--- config.mk ---
export PLATFORM = sky130hd
export DESIGN_NAME = axis_rr_packet_arbiter
export DESIGN_NICKNAME = d
export VERILOG_FILES = /design/src/rtl/axis_arb_pkg.sv /design/src/rtl/axis_rr_picker.sv /design/src/rtl/axis_rr_packet_arbiter.sv
export SDC_FILE = /design/constraint.sdc
export NUM_CORES = 1
export LEC_CHECK = 0
export ABC_CLOCK_PERIOD_IN_PS = 1500
export CORE_MARGIN = 8
export CORE_UTILIZATION = 27
export CTS_BUF_LIST = sky130_fd_sc_hd__clkbuf_4 sky130_fd_sc_hd__clkbuf_8
export DETAILED_ROUTE_END_ITERATION = 6
export MAX_ROUTING_LAYER = met4
export PLACE_DENSITY = 0.8
export REMOVE_ABC_BUFFERS = 1
export SYNTH_ARGS = -nofsm -noshare
export SYNTH_HDL_FRONTEND = slang
export SYNTH_SLANG_ARGS = --single-unit
export TNS_END_PERCENT = 100
--- constraint.sdc ---
create_clock -name clk -period 1.5 [get_ports clk]
set_input_delay 0.15 -clock clk [delete_from_list [all_inputs] [get_ports clk]]
set_output_delay 0.15 -clock clk [all_outputs]
set_load 0.05 [all_outputs]
--- src/rtl/axis_arb_pkg.sv ---
// -----------------------------------------------------------------------------
// axis_arb_pkg
// Shared types and helpers for the round-robin AXI-Stream packet arbiter.
//   arb_state_t : arbiter FSM states (IDLE, LOCKED)
//   idx_width() : width of a port index for a given port count ($clog2(n),
//                 never less than one bit)
// -----------------------------------------------------------------------------
package axis_arb_pkg;

   typedef enum logic {
      IDLE   = 1'b0,
      LOCKED = 1'b1
   } arb_state_t;

   function automatic int unsigned idx_width(input int unsigned n);
      return (n > 1) ? $clog2(n) : 1;
   endfunction

endpackage

--- src/rtl/axis_rr_picker.sv ---
// -----------------------------------------------------------------------------
// axis_rr_picker
// Combinational rotate-priority encoder. Scans req starting one above 'last',
// wrapping modulo N_PORTS, and returns the first requesting index.
//   req  in  N_PORTS  request vector
//   last in  idx      most recently granted port (highest priority goes to last+1)
//   pick out idx      chosen port (0 when nothing requests)
//   any  out 1        at least one request present
// -----------------------------------------------------------------------------
module axis_rr_picker
   import axis_arb_pkg::*;
#(
   parameter int N_PORTS = 2
) (
   input  logic [N_PORTS-1:0]                req,
   input  logic [idx_width(N_PORTS)-1:0]     last,
   output logic [idx_width(N_PORTS)-1:0]     pick,
   output logic                              any
);

   localparam int IDX_W = idx_width(N_PORTS);

   int               cand;
   logic [IDX_W-1:0] cand_idx;

   // Offsets 1..N_PORTS visit every port once; offset N_PORTS comes back to
   // 'last' itself, so a lone requester is always re-granted.
   always_comb begin
      pick     = '0;
      any      = 1'b0;
      cand     = 0;
      cand_idx = '0;
      for (int off = 1; off <= N_PORTS; off++) begin
         cand = int'(last) + off;
         if (cand >= N_PORTS) cand = cand - N_PORTS;
         cand_idx = IDX_W'(cand);
         if (!any && req[cand_idx]) begin
            pick = cand_idx;
            any  = 1'b1;
         end
      end
   end

endmodule

--- src/rtl/axis_rr_packet_arbiter.sv ---
// -----------------------------------------------------------------------------
// axis_rr_packet_arbiter
// Round-robin packet arbiter sharing one downstream AXI-Stream video channel
// among N_PORTS line sources. A grant is held from the first beat up to and
// including the accepted tlast beat, so packets never interleave.
//
// Handshake: a beat moves on a rising clk edge where valid and ready are both
// high. m_valid/m_data/m_tlast/m_tuser are a combinational mux of the granted
// port; s_ready of the granted port is m_ready, all other s_ready are 0.
// m_valid never depends on m_ready.
//
// Ports
//   clk, rst_n           clock, asynchronous active-low reset
//   s_data/s_valid/s_tlast/s_tuser/s_ready   per-port upstream channel
//   m_data/m_valid/m_tlast/m_tuser/m_ready   downstream channel
//   grant_id             currently or last granted port
//   busy                 high while LOCKED (mirrors FSM state)
//   pkt_cnt              completed packets per port, CNT_WIDTH each
//                        (present only when ARB_PKT_CNT_EN is defined)
//
// Build option: `define ARB_PKT_CNT_EN adds the per-port packet counters.
// -----------------------------------------------------------------------------
module axis_rr_packet_arbiter
   import axis_arb_pkg::*;
#(
   parameter int N_PORTS   = 2,
   parameter int D_WIDTH   = 8,
   parameter int CNT_WIDTH = 16
) (
   input  logic                           clk,
   input  logic                           rst_n,
   input  logic [N_PORTS*D_WIDTH-1:0]     s_data,
   input  logic [N_PORTS-1:0]             s_valid,
   input  logic [N_PORTS-1:0]             s_tlast,
   input  logic [N_PORTS-1:0]             s_tuser,
   output logic [N_PORTS-1:0]             s_ready,
   output logic [D_WIDTH-1:0]             m_data,
   output logic                           m_valid,
   output logic                           m_tlast,
   output logic                           m_tuser,
   input  logic                           m_ready,
   output logic [idx_width(N_PORTS)-1:0]  grant_id,
   output logic                           busy
`ifdef ARB_PKT_CNT_EN
   ,
   output logic [N_PORTS*CNT_WIDTH-1:0]   pkt_cnt
`endif
);

   localparam int IDX_W = idx_width(N_PORTS);

   arb_state_t       state;
   logic [IDX_W-1:0] last_grant;
   logic [IDX_W-1:0] pick;
   logic             any;
   logic             g_valid;
   logic             tlast_acc;

   axis_rr_picker #(
      .N_PORTS (N_PORTS)
   ) u_picker (
      .req  (s_valid),
      .last (last_grant),
      .pick (pick),
      .any  (any)
   );

   // Output mux from the granted port. Data fields are don't-care while
   // m_valid is low, so they follow grant_id even in IDLE.
   always_comb begin
      m_data  = '0;
      m_tlast = 1'b0;
      m_tuser = 1'b0;
      g_valid = 1'b0;
      for (int i = 0; i < N_PORTS; i++) begin
         if (grant_id == IDX_W'(i)) begin
            m_data  = s_data[i*D_WIDTH +: D_WIDTH];
            m_tlast = s_tlast[i];
            m_tuser = s_tuser[i];
            g_valid = s_valid[i];
         end
      end
   end

   // busy is cleared by the asynchronous reset, so valid/ready drop at once.
   assign m_valid = busy & g_valid;

   always_comb begin
      s_ready = '0;
      if (busy) s_ready[grant_id] = m_ready;
   end

   assign tlast_acc = m_valid & m_ready & m_tlast;

   always_ff @(posedge clk or negedge rst_n) begin
      if (!rst_n) begin
         state      <= IDLE;
         grant_id   <= '0;
         last_grant <= IDX_W'(N_PORTS - 1);
         busy       <= 1'b0;
      end else begin
         case (state)
            IDLE: begin
               if (any) begin
                  grant_id   <= pick;
                  last_grant <= pick;
                  busy       <= 1'b1;
                  state      <= LOCKED;
               end
            end
            LOCKED: begin
               // Valid gaps from the granted port simply hold the lock.
               if (tlast_acc) begin
                  last_grant <= grant_id;
                  busy       <= 1'b0;
                  state      <= IDLE;
               end
            end
            default: begin
               busy  <= 1'b0;
               state <= IDLE;
            end
         endcase
      end
   end

`ifdef ARB_PKT_CNT_EN
   logic [CNT_WIDTH-1:0] cnt_q [N_PORTS];

   // Counters wrap naturally at 2^CNT_WIDTH and clear only on reset.
   always_ff @(posedge clk or negedge rst_n) begin
      if (!rst_n) begin
         for (int i = 0; i < N_PORTS; i++) cnt_q[i] <= '0;
      end else if (tlast_acc) begin
         cnt_q[grant_id] <= cnt_q[grant_id] + CNT_WIDTH'(1);
      end
   end

   for (genvar gi = 0; gi < N_PORTS; gi++) begin : g_cnt_out
      assign pkt_cnt[gi*CNT_WIDTH +: CNT_WIDTH] = cnt_q[gi];
   end
`endif

endmodule
==> results.txt, run 1 <==
- The flow ran to the end, and the final reports show no timing, DRC or antenna violations.
- Cells with a size suffix above 1 make up 50.59% of the layout.
- Final cell count without fillers: 100
- Final net count: 111
- Number of global-route vias before repair: 501
- IR analysis of the VDD net gives a maximum drop of 0.8166 mV.
* DR vias/cell: 4.710
* PortBufs: 39
- Clock buffers created by TritonCTS: 3
- Maximum clock frequency: 0.6838 GHz
- Arrival time of the worst setup path: 1.31 ns
* Buffers from clock root to sink, at most: 2
- Initial Utilization: 28.17%
- Post-synthesis sequential area ratio: 28.72%
- Counting the fill cells in the layout gives 86.
- 40 I/O pins were placed.
- Hold WC Path Type: in2async
- TritonCTS built the clock tree.
* Type of the worst setup path: reg2out
- Leak pwr: 0.0003971 µW
- The die covers 2720 µm².
* Placed cell count: 94
- The repair_antennas step left the layout with diodes totalling 0.
* Max cap viols: 0
- Worst reg-to-reg setup slack: 0.10 ns
- Pre-CTS setup slack: -0.03541 ns
- After synthesis, the mean cell area works out to 9.801 µm².
* Sequential cell area in the final layout: 102.6 µm²
- After the first detailed-routing iteration, the DRC count stood at 6.
- Cell internal pwr: 808.1 µW
- Horizontal die dimension: 52.15 µm
- Of the total power, the share spent switching nets is 47.97%.
- Slowest cell on the critical path: dfrtp_2
- Final setup vio count: 0
* Synthesized netlist cell count: 36
* HPWL after detailed placement: 1396 µm
- Least setup slack across all paths after layout: 0.03750 ns
- The worst setup path is launched from a flop.
- The clock network accounts for 10.4% of the total power.
- Area growth, synth to finish: 152.8%
- Area of the core: 1252 µm²
- The worst register-to-register path has a depth of 3.
* Area of the multi-input gates: 236.5 µm²
- Critical path required time: 1.35 ns
* Rel. slew slack: 77.96%
- Counting I/O delays and the setup requirement, the final critical path takes 1.463 ns.
- The critical path starts at grant_id.
- Measured slew at the worst slew-check pin: 0.3276 ns
* RR Endpoint: last_grant
- All-Layer GR Usage: 13.71%
- Rows: 13
- Die Y: 52.15 µm
- Distinct cell type count after synthesis: 19
- The first global-routing pass estimated 2725 µm of wire.
* Worst clock skew on the final layout: 0.007080 ns
- The most critical setup path has its endpoint at m_data[4].
- Summed instance area of the synthesized netlist: 352.8 µm²
* Num Clock Sinks: 4
* Pin count of the biggest net entering global routing: 8
* Yosys warnings: 0
* Reg2reg start: grant_id
- In the final routed layout, each cell accounts on average for 17.82 µm.
* Number of antenna violations at the first check in global routing: 0
* Number of hold-repair buffers added at the cts stage: 0
* Power spent charging and discharging nets: 745.0 µW
- The library cell used most frequently in the layout, excluding fill and tap cells, is clkdlybuf4s50_1.
- Endpoint kind of the worst setup timing path: output pin
- Clock latency on the worst-skew pair, taken at its later pin, is 0.23 ns.
* Via count: 471
* Number of iterations in the first detailed-routing pass: 4
* Clock-pin slew reported for the worst setup and hold paths after clock tree synthesis: 0.04 ns
- After detailed routing, the number of remaining DRC violations is 0.
- Share of power burned in combinational logic: 76.3%
- P per Cell Area: 1741 nW/µm²
- Peak per-stage delay on the critical path: 0.42 ns
- Part of the total power dissipated in sequential elements: 13.3%
* Final weighted congestion of routability-driven global placement: 0.7807
* Cell-by-cell trace of the critical path: buf_6 > mux2_2 > buf_4
- Residual overflow from global routing: 0
- In this run the remaining antenna-violating nets after routing total 0.
- Detailed-route wire length: 1782 µm
- CTS built an H-tree with a depth of 1.
* Final period utilization: 97.50%
* Largest driver fanout on the critical path: 4
- CTS Root Buffer Type: clkbuf_4
* Final hold violations: 0
* Flop and latch count out of synthesis: 4
* Final slew viol count: 0
* Commonest cells after routing, fill and taps aside: 24 x clkdlybuf4s50_1, 10 x buf_4, 9 x mux2_2, 9 x buf_6
per-layer routing:
layer | global-route usage (%) | vias to the layer above | routed length, µm
met1 | 15.88 | 206 | 758
met4 | 1.293 | 0 | 20
met3 | 6.268 | 2 | 271
met5 | - | - | 0
li1 | - | 226 | -
met2 | 22.00 | 37 | 731
power by group through the flow:
stage / clock network (µW) / logic, µW / registers (µW)
after global placement: 0 / 1070 / 200
final: 162 / 1180 / 207
after detailed placement: 0 / 1090 / 201
after CTS: 170 / 1170 / 202
after global routing: 178 / 1240 / 213
after floorplan: 0 / 530 / 303
critical path: cells and delay by family (launching register included):
| kind | cells | cell delay [ns] |
|---|---|---|
| flip-flops | 1 | 0.42 |
| multiplexers | 1 | 0.34 |
| buffers and inverters | 2 | 0.32 |
cells in the mapped netlist, drive strengths merged:
cell type,n,area [µm²]
mux2,10,112.6
nor2,4,15.01
dfrtp,3,75.07
nand2,3,11.26
buf,2,16.26
mux2i,2,20.02
o21ai,2,10.01
a21bo,1,10.01
a21o,1,7.510
and3,1,6.260
clkinv,1,3.750
dfstp,1,26.28
inv,1,3.750
nor3,1,5.000
nor4,1,6.260
o21bai,1,7.510
o41ai,1,16.27
cells by family after synthesis:
group / synth area share (%)
AOI/OAI and AO/OA: 14.54
buffers and inverters: 6.734
DFF: 28.72
muxes: 37.59
and+or+nand+nor: 12.41
timing repair:
item	CTS	global route
endpoints found under the setup margin	9	12
buffers inserted	2	0
resized for setup	9	4
worst min path at each step:
stage / cells after the start / to / slack (ns)
global route: 1 / busy / 0.14
floorplan: 0 / busy / -0.15
detailed placement: 1 / state / 0.37
global placement: 1 / busy / 0.37
CTS: 1 / busy / 0.12
finish: 1 / busy / 0.12
stage by stage:
| step | power [µW] | hold WS [ns] | area, µm² | util, % | TNS, ns |
|---|---|---|---|---|---|
| 3_3_place_gp | 1274 | 0.3683 | 803.3 | 64.14 | 0 |
| 4_1_cts | 1539 | 0.1217 | 882.1 | 70.43 | -0.004773 |
| 6_report | 1553 | 0.1234 | 892.1 | 71.23 | 0 |
| 5_1_grt | 1629 | 0.1357 | 892.1 | 71.23 | -0.02124 |
| 3_5_place_dp | 1287 | 0.3700 | 803.3 | 64.14 | -0.03541 |
| 2_1_floorplan | 833.1 | -0.1456 | 336.6 | - | -2.260 |
sequential cells by signal (all words and copies together), names as in the netlist:
signal      cells
last_grant      1
grant_id        1
state           1
busy            1
final cells by class:
type / count / area share, %
clock buffer: 4 / 3.366
tap: 15 / 2.104
sequential: 4 / 11.50
inverter: 2 / 0.8415
multi-input combinational: 28 / 26.51
timing repair buffer: 47 / 55.68
Note: power is estimated with default switching activity, not from simulation.
==> run 2: changes to the inputs <==
- CAP_MARGIN: not set -> 20
==> results of run 2 <==
Same layout as run 1: the final DEF is identical, and so are final timing and power.
